`src/rtl/calc_pkg.sv`:
```
// Shared constants for the calculator sequencer: phase codes, key codes, FSM states.
package calc_pkg;

    // Calculator phases, Gray coded so each legal step flips one bit.
    localparam logic [1:0] PH_ENTER_A = 2'b00;
    localparam logic [1:0] PH_HAVE_A  = 2'b01;
    localparam logic [1:0] PH_OP_SET  = 2'b11;
    localparam logic [1:0] PH_ENTER_B = 2'b10;

    // Keypad codes above the digits.
    localparam logic [3:0] KEY_CLR  = 4'hA;
    localparam logic [3:0] KEY_SUB  = 4'hB;
    localparam logic [3:0] KEY_ADD  = 4'hC;
    localparam logic [3:0] KEY_EQ   = 4'hD;
    localparam logic [3:0] KEY_GETM = 4'hE;
    localparam logic [3:0] KEY_SETM = 4'hF;

    typedef enum logic [1:0] {
        StIdle,
        StDecode,
        StExec
    } seq_state_e;

    function automatic logic is_digit(input logic [3:0] k);
        return k <= 4'd9;
    endfunction

endpackage

```
`src/rtl/calc_sequencer_if.sv`:
```
// Key, decoder and ALU handshake bundle between the sequencer and its neighbours.
interface calc_sequencer_if;
    logic [3:0] key_code;
    logic       key_valid;
    logic       key_ready;
    logic [5:0] dec_addr;
    logic [7:0] dec_cont;
    logic [7:0] ctl_word;
    logic       ctl_valid;
    logic       alu_start;
    logic       alu_done;
    logic [1:0] phase;
    logic       busy;
    logic       digit_drop;
    logic       err;

    // Sequencer side.
    modport master (
        input  key_code, key_valid, dec_cont, alu_done,
        output key_ready, dec_addr, ctl_word, ctl_valid, alu_start, phase, busy, digit_drop, err
    );

    // Keypad / decoder / ALU side.
    modport slave (
        output key_code, key_valid, dec_cont, alu_done,
        input  key_ready, dec_addr, ctl_word, ctl_valid, alu_start, phase, busy, digit_drop, err
    );
endinterface

```
`src/rtl/calc_timeout_cnt.sv`:
```
// Loadable down-counter; expired is high while the count sits at zero.
module calc_timeout_cnt #(
    parameter int unsigned WIDTH = 4
) (
    input  logic             clk,
    input  logic             rst,
    input  logic             load,
    input  logic [WIDTH-1:0] load_val,
    input  logic             en,
    output logic             expired
);

    logic [WIDTH-1:0] cnt_q;

    // Count register: load wins over decrement, decrement stops at zero.
    always_ff @(posedge clk) begin
        if (rst) begin
            cnt_q <= '0;
        end else if (load) begin
            cnt_q <= load_val;
        end else if (en && (cnt_q != '0)) begin
            cnt_q <= cnt_q - WIDTH'(1);
        end
    end

    assign expired = (cnt_q == '0);

endmodule

```
`src/rtl/calc_sequencer.sv`:
```
// Calculator sequencer: accepts keys, tracks the phase, strobes decoded control words and
// runs the ALU start/done handshake on "=".
module calc_sequencer #(
    parameter int unsigned MAX_DIGITS = 4,
    parameter int unsigned TIMEOUT    = 15
) (
    input  logic             clk,
    input  logic             rst,
    calc_sequencer_if.master bus
);
    import calc_pkg::*;

    localparam int unsigned     CntW    = $clog2(MAX_DIGITS + 1);
    localparam int unsigned     TmrW    = (TIMEOUT > 1) ? $clog2(TIMEOUT) : 1;
    localparam logic [CntW-1:0] CntMax  = CntW'(MAX_DIGITS);
    // Loaded during DECODE so the start cycle is the first of TIMEOUT waiting cycles.
    localparam logic [TmrW-1:0] TmrLoad = TmrW'(TIMEOUT - 1);

    seq_state_e      state_q, state_d;
    logic [3:0]      key_q;
    logic [1:0]      phase_q, phase_d;
    logic [CntW-1:0] count_q, count_d;
    logic            err_q, err_d;
    logic [7:0]      ctl_word_q;
    logic            ctl_valid_q, alu_start_q, drop_q;

    logic key_ready, key_accept, drop, goto_exec;
    logic tmr_load, tmr_en, tmr_expired, alu_ok, alu_timeout;

    assign key_accept  = bus.key_valid && key_ready;
    assign goto_exec   = (key_q == KEY_EQ) && (phase_q == PH_ENTER_B);
    assign alu_ok      = (state_q == StExec) && bus.alu_done;
    assign alu_timeout = (state_q == StExec) && !bus.alu_done && tmr_expired;

    calc_timeout_cnt #(
        .WIDTH (TmrW)
    ) u_timeout (
        .clk      (clk),
        .rst      (rst),
        .load     (tmr_load),
        .load_val (TmrLoad),
        .en       (tmr_en),
        .expired  (tmr_expired)
    );

    // FSM state register.
    always_ff @(posedge clk) begin
        if (rst) begin
            state_q <= StIdle;
        end else begin
            state_q <= state_d;
        end
    end

    // FSM next state.
    always_comb begin
        state_d = state_q;
        unique case (state_q)
            StIdle:   if (key_accept) state_d = StDecode;
            StDecode: state_d = goto_exec ? StExec : StIdle;
            StExec:   if (alu_ok || alu_timeout) state_d = StIdle;
            default:  state_d = StIdle;
        endcase
    end

    // FSM outputs: key handshake and timer control.
    always_comb begin
        key_ready = (state_q == StIdle);
        tmr_load  = (state_q == StDecode) && goto_exec;
        tmr_en    = (state_q == StExec);
    end

    // Phase, digit count and error updates for the decoded key or ALU outcome.
    always_comb begin
        phase_d = phase_q;
        count_d = count_q;
        err_d   = err_q;
        drop    = 1'b0;
        if (state_q == StDecode) begin
            if (key_q == KEY_CLR) begin
                phase_d = PH_ENTER_A;
                count_d = '0;
                err_d   = 1'b0;
            end else if (is_digit(key_q)) begin
                if (count_q == CntMax) begin
                    drop = 1'b1;
                end else begin
                    // HAVE_A keeps its count; the operand there is already closed.
                    if (phase_q != PH_HAVE_A) count_d = count_q + CntW'(1);
                    if (phase_q == PH_ENTER_A && count_q == '0) phase_d = PH_HAVE_A;
                    if (phase_q == PH_OP_SET) phase_d = PH_ENTER_B;
                end
            end else if (key_q == KEY_SUB || key_q == KEY_ADD) begin
                if (phase_q == PH_HAVE_A) begin
                    phase_d = PH_OP_SET;
                    count_d = '0;
                end
            end else if (key_q == KEY_GETM) begin
                // A recalled operand is full; further digits are dropped.
                count_d = CntMax;
                if (phase_q == PH_ENTER_A) phase_d = PH_HAVE_A;
                else if (phase_q == PH_OP_SET) phase_d = PH_ENTER_B;
            end
        end else if (alu_ok) begin
            phase_d = PH_HAVE_A;
            count_d = '0;
        end else if (alu_timeout) begin
            err_d   = 1'b1;
            phase_d = PH_ENTER_A;
            count_d = '0;
        end
    end

    // Datapath registers: latched key, phase/count/err and one-cycle strobes.
    always_ff @(posedge clk) begin
        if (rst) begin
            key_q       <= '0;
            phase_q     <= PH_ENTER_A;
            count_q     <= '0;
            err_q       <= 1'b0;
            ctl_word_q  <= '0;
            ctl_valid_q <= 1'b0;
            alu_start_q <= 1'b0;
            drop_q      <= 1'b0;
        end else begin
            phase_q     <= phase_d;
            count_q     <= count_d;
            err_q       <= err_d;
            ctl_valid_q <= (state_q == StDecode) && !drop;
            alu_start_q <= (state_q == StDecode) && goto_exec;
            drop_q      <= drop;
            if (key_accept) key_q <= bus.key_code;
            if (state_q == StDecode) ctl_word_q <= bus.dec_cont;
        end
    end

    assign bus.key_ready  = key_ready;
    assign bus.busy       = !key_ready;
    assign bus.dec_addr   = {phase_q, key_q};
    assign bus.ctl_word   = ctl_word_q;
    assign bus.ctl_valid  = ctl_valid_q;
    assign bus.alu_start  = alu_start_q;
    assign bus.phase      = phase_q;
    assign bus.digit_drop = drop_q;
    assign bus.err        = err_q;

endmodule

```
`src/flat_wrapper.sv`:
```
// flat-port wrapper written by rule: the top's interface ports become plain ports
module calc_sequencer_flat import calc_pkg::*;
#(
    parameter int unsigned MAX_DIGITS = 4,
    parameter int unsigned TIMEOUT    = 15
)
  (clk, rst, bus_key_code, bus_key_valid, bus_dec_cont, bus_alu_done, bus_key_ready, bus_dec_addr, bus_ctl_word, bus_ctl_valid, bus_alu_start, bus_phase, bus_busy, bus_digit_drop, bus_err);
  calc_sequencer_if bus_i ();
  input  logic clk;
  input  logic rst;
  input wire logic [$bits(bus_i.key_code)-1:0] bus_key_code;
  input wire logic [$bits(bus_i.key_valid)-1:0] bus_key_valid;
  input wire logic [$bits(bus_i.dec_cont)-1:0] bus_dec_cont;
  input wire logic [$bits(bus_i.alu_done)-1:0] bus_alu_done;
  output wire logic [$bits(bus_i.key_ready)-1:0] bus_key_ready;
  output wire logic [$bits(bus_i.dec_addr)-1:0] bus_dec_addr;
  output wire logic [$bits(bus_i.ctl_word)-1:0] bus_ctl_word;
  output wire logic [$bits(bus_i.ctl_valid)-1:0] bus_ctl_valid;
  output wire logic [$bits(bus_i.alu_start)-1:0] bus_alu_start;
  output wire logic [$bits(bus_i.phase)-1:0] bus_phase;
  output wire logic [$bits(bus_i.busy)-1:0] bus_busy;
  output wire logic [$bits(bus_i.digit_drop)-1:0] bus_digit_drop;
  output wire logic [$bits(bus_i.err)-1:0] bus_err;
  assign bus_i.key_code = bus_key_code;
  assign bus_i.key_valid = bus_key_valid;
  assign bus_i.dec_cont = bus_dec_cont;
  assign bus_i.alu_done = bus_alu_done;
  assign bus_key_ready = bus_i.key_ready;
  assign bus_dec_addr = bus_i.dec_addr;
  assign bus_ctl_word = bus_i.ctl_word;
  assign bus_ctl_valid = bus_i.ctl_valid;
  assign bus_alu_start = bus_i.alu_start;
  assign bus_phase = bus_i.phase;
  assign bus_busy = bus_i.busy;
  assign bus_digit_drop = bus_i.digit_drop;
  assign bus_err = bus_i.err;
  calc_sequencer #(.MAX_DIGITS(MAX_DIGITS), .TIMEOUT(TIMEOUT)) u_core (.clk(clk), .rst(rst), .bus(bus_i));
endmodule
```
`config.mk`:
```
export PLATFORM = sky130hd
export DESIGN_NAME = calc_sequencer_flat
export DESIGN_NICKNAME = d
export VERILOG_FILES = /design/src/rtl/calc_pkg.sv /design/src/rtl/calc_sequencer_if.sv /design/src/rtl/calc_timeout_cnt.sv /design/src/rtl/calc_sequencer.sv /design/src/flat_wrapper.sv
export SDC_FILE = /design/constraint.sdc
export NUM_CORES = 1
export LEC_CHECK = 0
export ABC_AREA = 1
export CAP_MARGIN = 20
export CORE_UTILIZATION = 47
export DETAILED_ROUTE_END_ITERATION = 10
export GPL_TIMING_DRIVEN = 0
export HOLD_SLACK_MARGIN = 0.1
export PLACE_DENSITY = 0.76
export SLEW_MARGIN = 40
export SYNTH_ARGS = -nofsm -noshare
export SYNTH_HDL_FRONTEND = slang
export SYNTH_SLANG_ARGS = --single-unit
```
`constraint.sdc`:
```
create_clock -name clk -period 1.75 [get_ports clk]
set_input_delay 0.4375 -clock clk [delete_from_list [all_inputs] [get_ports clk]]
set_output_delay 0.4375 -clock clk [all_outputs]
set_load 0.02 [all_outputs]
```
======== Word level (Yosys, flattened, before mapping) ========
Index checks and enable logic that the tools add are counted.
word-level totals
  input bits .............................. 16
  output and inout bits ................... 22
  logic and storage cells ................. 100
  flip-flop bits (word level) ............. 27
operators by class
  multiplexer cells ....................... 37
  reduce and logical (&&, ||, !) cells .... 27
  add/subtract/negate cells ............... 2
  eq/ne operators ......................... 22
  $lt $le $gt $ge ......................... 1
operators by type and width
  kind                                                                     count
  2-bit two-way mux                                                        16
  3-bit two-way mux                                                        10
  4-bit equality test, second input constant                               5
  5-bit inequality test, second input constant                             3
  1-bit logical AND                                                        9
  1-bit two-way mux                                                        8
  4-bit two-way mux                                                        2
  4-bit inequality test, second input constant                             2
  2-bit equality test, second input constant                               3
  2-bit inequality test, second input constant                             3
  6-bit inequality test, second input constant                             1
  2-bit case mux with 3 select lines                                       1
  6-bit AND reduction                                                      1
  5-bit AND reduction                                                      1
  2-bit by 1-bit equality test with 1-bit output, second input constant    2
  4-bit less-or-equal comparator, second input constant                    1
  2-bit zero test                                                          2
  4-bit zero test                                                          1
  2-bit by 1-bit inequality test with 1-bit output, second input constant  2
  2-bit nonzero test                                                       2
  4-bit nonzero test                                                       1
  4-bit by 1-bit subtractor with 4-bit output, second input constant       1
  3-bit by 1-bit adder with 3-bit output, second input constant            1
  3-bit equality test, second input constant                               1
  other kinds (7)                                                          10

======== Logic depth before layout (Yosys ltp) ========
  depth in word-level cells ............... 8
  gate-level depth with buffers ........... 12
  gate-level depth less buffers ........... 12

======== Modules after synthesis ========
A second synthesis with hierarchy kept.
unflattened totals
  cells, all modules ...................... 211
  area, all modules ....................... 1426.4 um^2
by module, submodules not included
  module            seq. area each (um^2)  area an instance (um^2)  cells an instance  times used
  calc_sequencer    460.4                  1152.4                   170                1
  calc_timeout_cnt  80.1                   274.0                    41                 1

======== Worst setup path after synthesis ========
No wires, ideal clock.
  kind .................................... register to output
  start point ............................. reg u_core.state_q[0]
  end point ............................... out bus_busy
  setup slack ............................. 0.349 ns
  stages on the path, launching flop included .. 3
  data required time ...................... 1.312 ns
  path buffers ............................ 0
  data arrival time ....................... 0.964 ns
  cells stage by stage .................... dfxtp_1 nor2_1 inv_1
between the ends
  longest elaborated chain between the ends .. 2
ends and longest elaborated chain
  what                    line                   source
  start, declared         calc_sequencer.sv:19   seq_state_e state_q, state_d;
  start signal, assigned  calc_sequencer.sv:49   state_q <= StIdle;
  start signal, assigned  calc_sequencer.sv:51   state_q <= state_d;
  2-bit zero test         calc_sequencer.sv:68   key_ready = (state_q == StIdle);
  via bus_key_ready       flat_wrapper.sv:15     output wire logic [$bits(bus_i.key_ready)-1:0] bus_key_ready;
  1-bit zero test         calc_sequencer.sv:138  assign bus.busy = !key_ready;
  end, declared           flat_wrapper.sv:21     output wire logic [$bits(bus_i.busy)-1:0] bus_busy;
The timed path passes the listed nets, and every way through them passes these cells.

======== Worst setup path after layout ========
  start point ............................. reg u_core.alu_start_q (netlist: u_core.bus.alu_start)
  end point ............................... out bus_alu_start
RTL lines
  what                    line                   source
  start, declared         calc_sequencer.sv:25   logic ctl_valid_q, alu_start_q, drop_q;
  start signal, assigned  calc_sequencer.sv:130  alu_start_q <= (state_q == StDecode) && goto_exec;
  end, declared           flat_wrapper.sv:19     output wire logic [$bits(bus_i.alu_start)-1:0] bus_alu_start;
No word-level cell between the ends.

==> impl_metrics.ini <==
[cells_and_area]
fin_util_pct = 66.6
final_area_sq_um = 1850
layout-drive-gt1-share_pct = 12.6
antenna_cells = 0
fin_nets = 267
area_growth_syn_to_layout_pct = 33.2

[worst_setup_path]
crit_path_end_kind = primary output
reg2reg_depth = 10
critical_path_arrival_ns = 1.26
crit_path_start_kind = flip-flop
required_ns = 1.31
timing.reg2reg.setup_slack_ns = 0.16
crit-reg2reg-launch = u_core.u_timeout.cnt_q[0]
path_delay_family = buffers and inverters
critPathSlowestCell = clkdlybuf4s50_1
cp_max_fo = 1
crit_chain = clkdlybuf4s50_1
crit_type = flip-flop to primary output
slowest_delay_ns = 0.61
cp.depth = 1
cp.buffers_inverters = 1
r2r_end = u_core.u_timeout.cnt_q[3]

[floorplan]
die_y_um = 56.4
start_util_pct = 50.0
die_w_um = 56.4
dieArea_sq_um = 3180
io_pins = 38
core_sq_um = 2780
row_count = 19

[yosys]
avgSynthCellArea_sq_um = 6.78
postSynthCellCount = 205
ys.flop_type = dfxtp_1
async_flop_share_pct = 0
ys_seq_elements = 27
syn-num-nets = 225
synth_top_area_share_pct = 38.9
synth_edf_count = 0
ys_seq_area_share_pct = 38.9
synth_top_area_cell = dfxtp_1
ys_types = 24
synth_area_sq_um = 1390
synth_area_leaders = dfxtp_1 39%, nor2_1 12%, nand2_1 11%, o21ai_0 5.8%, inv_1 5.1%
yosys_warnings = 0

[timing]
hold_viol = 0
max_slew_margin_pct = 69.2
fin_crit_ns = 1.70
fmax_mhz = 588
timing.final.crit_share_pct = 97.1
whs_ns = 0.473
maxSlewViolCount = 0
clock_skew_ns = 0.00702
setup_viol = 0
worstMarginPinSlew_ns = 0.462
fin_setup_tns_ns = 0

[place]
io_buffers = 37
hpwl_mm = 2.19
place_area_sq_um = 1800
gp_congestion = 0.846

[clock_network]
root_buffer = clkbuf_4
htree_levels = 1
clkSlewWorstSetupHoldPaths_ns = 0.14
cts_setup_buffers = 0
cts_buffers = 3
hold_buffers = 0
clock_latency_ns = 0.32
clock_sinks = 27
clk_path_buf_depth = 2
cts_tree = yes

[power_and_ir_drop]
pwr-share-comb_pct = 22.6
seqPwrFrac_pct = 55.3
power.switching_w = 0.000359
ir_drop_mv = 0.561
total_power_w = 0.00122
clockPowerShare_pct = 22.0
p_int_w = 0.000857
pwr_density_cell_nw_per_um2 = 657
leakagePower_nw = 1.02
p_sw_share_pct = 29.5

[global_route]
grt_pass1_wl_mm = 5.04
grt_overflow = 0
grt_pass1_vias = 1165
grt_max_degree = 15
antenna_found_initial = 0
grtUsageTotal_pct = 19.9

[route]
drt-initial-drc-count = 46
vias = 1350
drt-pass1-iter-count = 4
wl_per_cell_um = 10.8
drcViolationCount = 0
ant_nets = 0
wirelength_mm = 2.98
vias_per_cell = 4.87

[min_path]
min_path_type = flip-flop to flip-flop
hp-start = u_core.u_timeout.cnt_q[0]
min_path_cells = 2
min_to = u_core.u_timeout.cnt_q[0]

[job]
max_cap_viol_count = 0

[outcome]
status = finished clean
## power groups by stage
stage	Clock [W]	Sequential, W	Combinational, W
final	0.000268	0.000673	0.000275
after floorplan	0	0.000712	0.000139
after global routing	0.000303	0.000678	0.000307
after global placement	0	0.000686	0.000286
after CTS	0.000278	0.000673	0.000277
after detailed placement	0	0.000686	0.000287
## tightest hold or removal path, cell delays in order (launching register included)
cell and delay, ns:
dfxtp_1 0.34, nand2_1 0.06, a21oi_1 0.05
## worst max path at each step
| stage | from | endpoint |
|---|---|---|
| floorplan | u_core.state_q[0] | bus_busy |
| global placement | bus_alu_done | u_core.count_q[2] |
| detailed placement | bus_alu_done | u_core.count_q[2] |
| CTS | u_core.state_q[0] | bus_busy |
| global route | u_core.u_timeout.cnt_q[0] | u_core.u_timeout.cnt_q[3] |
| finish | u_core.bus.alu_start | bus_alu_start |
## layout make-up
type                    count  area [sq um]
inverters                  26          97.6
repair buffers             37           382
multi-input cells         146           727
flip-flops and latches     27           546
clock buffers               4          26.3
plain buffers               6          35.0
well taps                  31          38.8
fillers                   275           930
## cells in the mapped netlist (4+ instances only)
master,number
ha_1,4
inv_1,19
nand4_1,4
o21ai_0,16
inv_2,7
a21oi_1,8
nand2_1,39
dfxtp_1,27
nand3_1,10
nand2_2,6
nor2_1,44
## per-layer routing
layer  global-route usage, %  share of wire [%]
met4                    3.14                  0
met1                    26.9                 48
met3                    5.30                5.0
met5                       0                  0
met2                    32.5                 47
## cells in the final DEF, fill, tap and decap left out, types with 4 or more instances in the layout
cell type	count
a21oi_1	8
ha_1	4
clkdlybuf4s50_1	18
nor2_2	4
nand2_2	6
dlygate4sd2_1	9
nand3_1	10
o21ai_0	16
dfxtp_1	25
dlymetal6s2s_1	9
inv_2	7
nand4_1	4
nand2_1	39
nor2_1	42
inv_1	19
## registers in the layout, summed over array words and instances (netlist names)
register	count
u_core.bus.alu_start	1
u_core.bus.ctl_valid	1
u_core.bus.ctl_word	8
u_core.bus.digit_drop	1
u_core.bus.err	1
u_core.bus.phase	2
u_core.count_q	3
u_core.key_q	4
u_core.state_q	2
u_core.u_timeout.cnt_q	4
## per-stage QoR
stage | setup slack [ns] | std cells
final | 0.0504 | 277
after global placement | -0.0532 | 273
after CTS | 0.00411 | 277
after global routing | -0.0189 | 277
after floorplan | 0.349 | 205
after detailed placement | -0.0535 | 273
## cells by family after synthesis
group           after synthesis  share of synthesized area, %
flops                        27                          38.9
xor+xnor                      1                         0.630
buf+inv                      32                          9.54
simple gates                112                          36.5
compound gates               29                          10.9
fa+ha+maj                     4                          3.60
## what timing repair did
action,4_1_cts,5_1_grt
setup endpoints to repair,10,13
cloned,0,0
gates resized for setup,13,13
hold endpoints to repair,0,0
No activity file was read; power rests on OpenSTA's default activity.
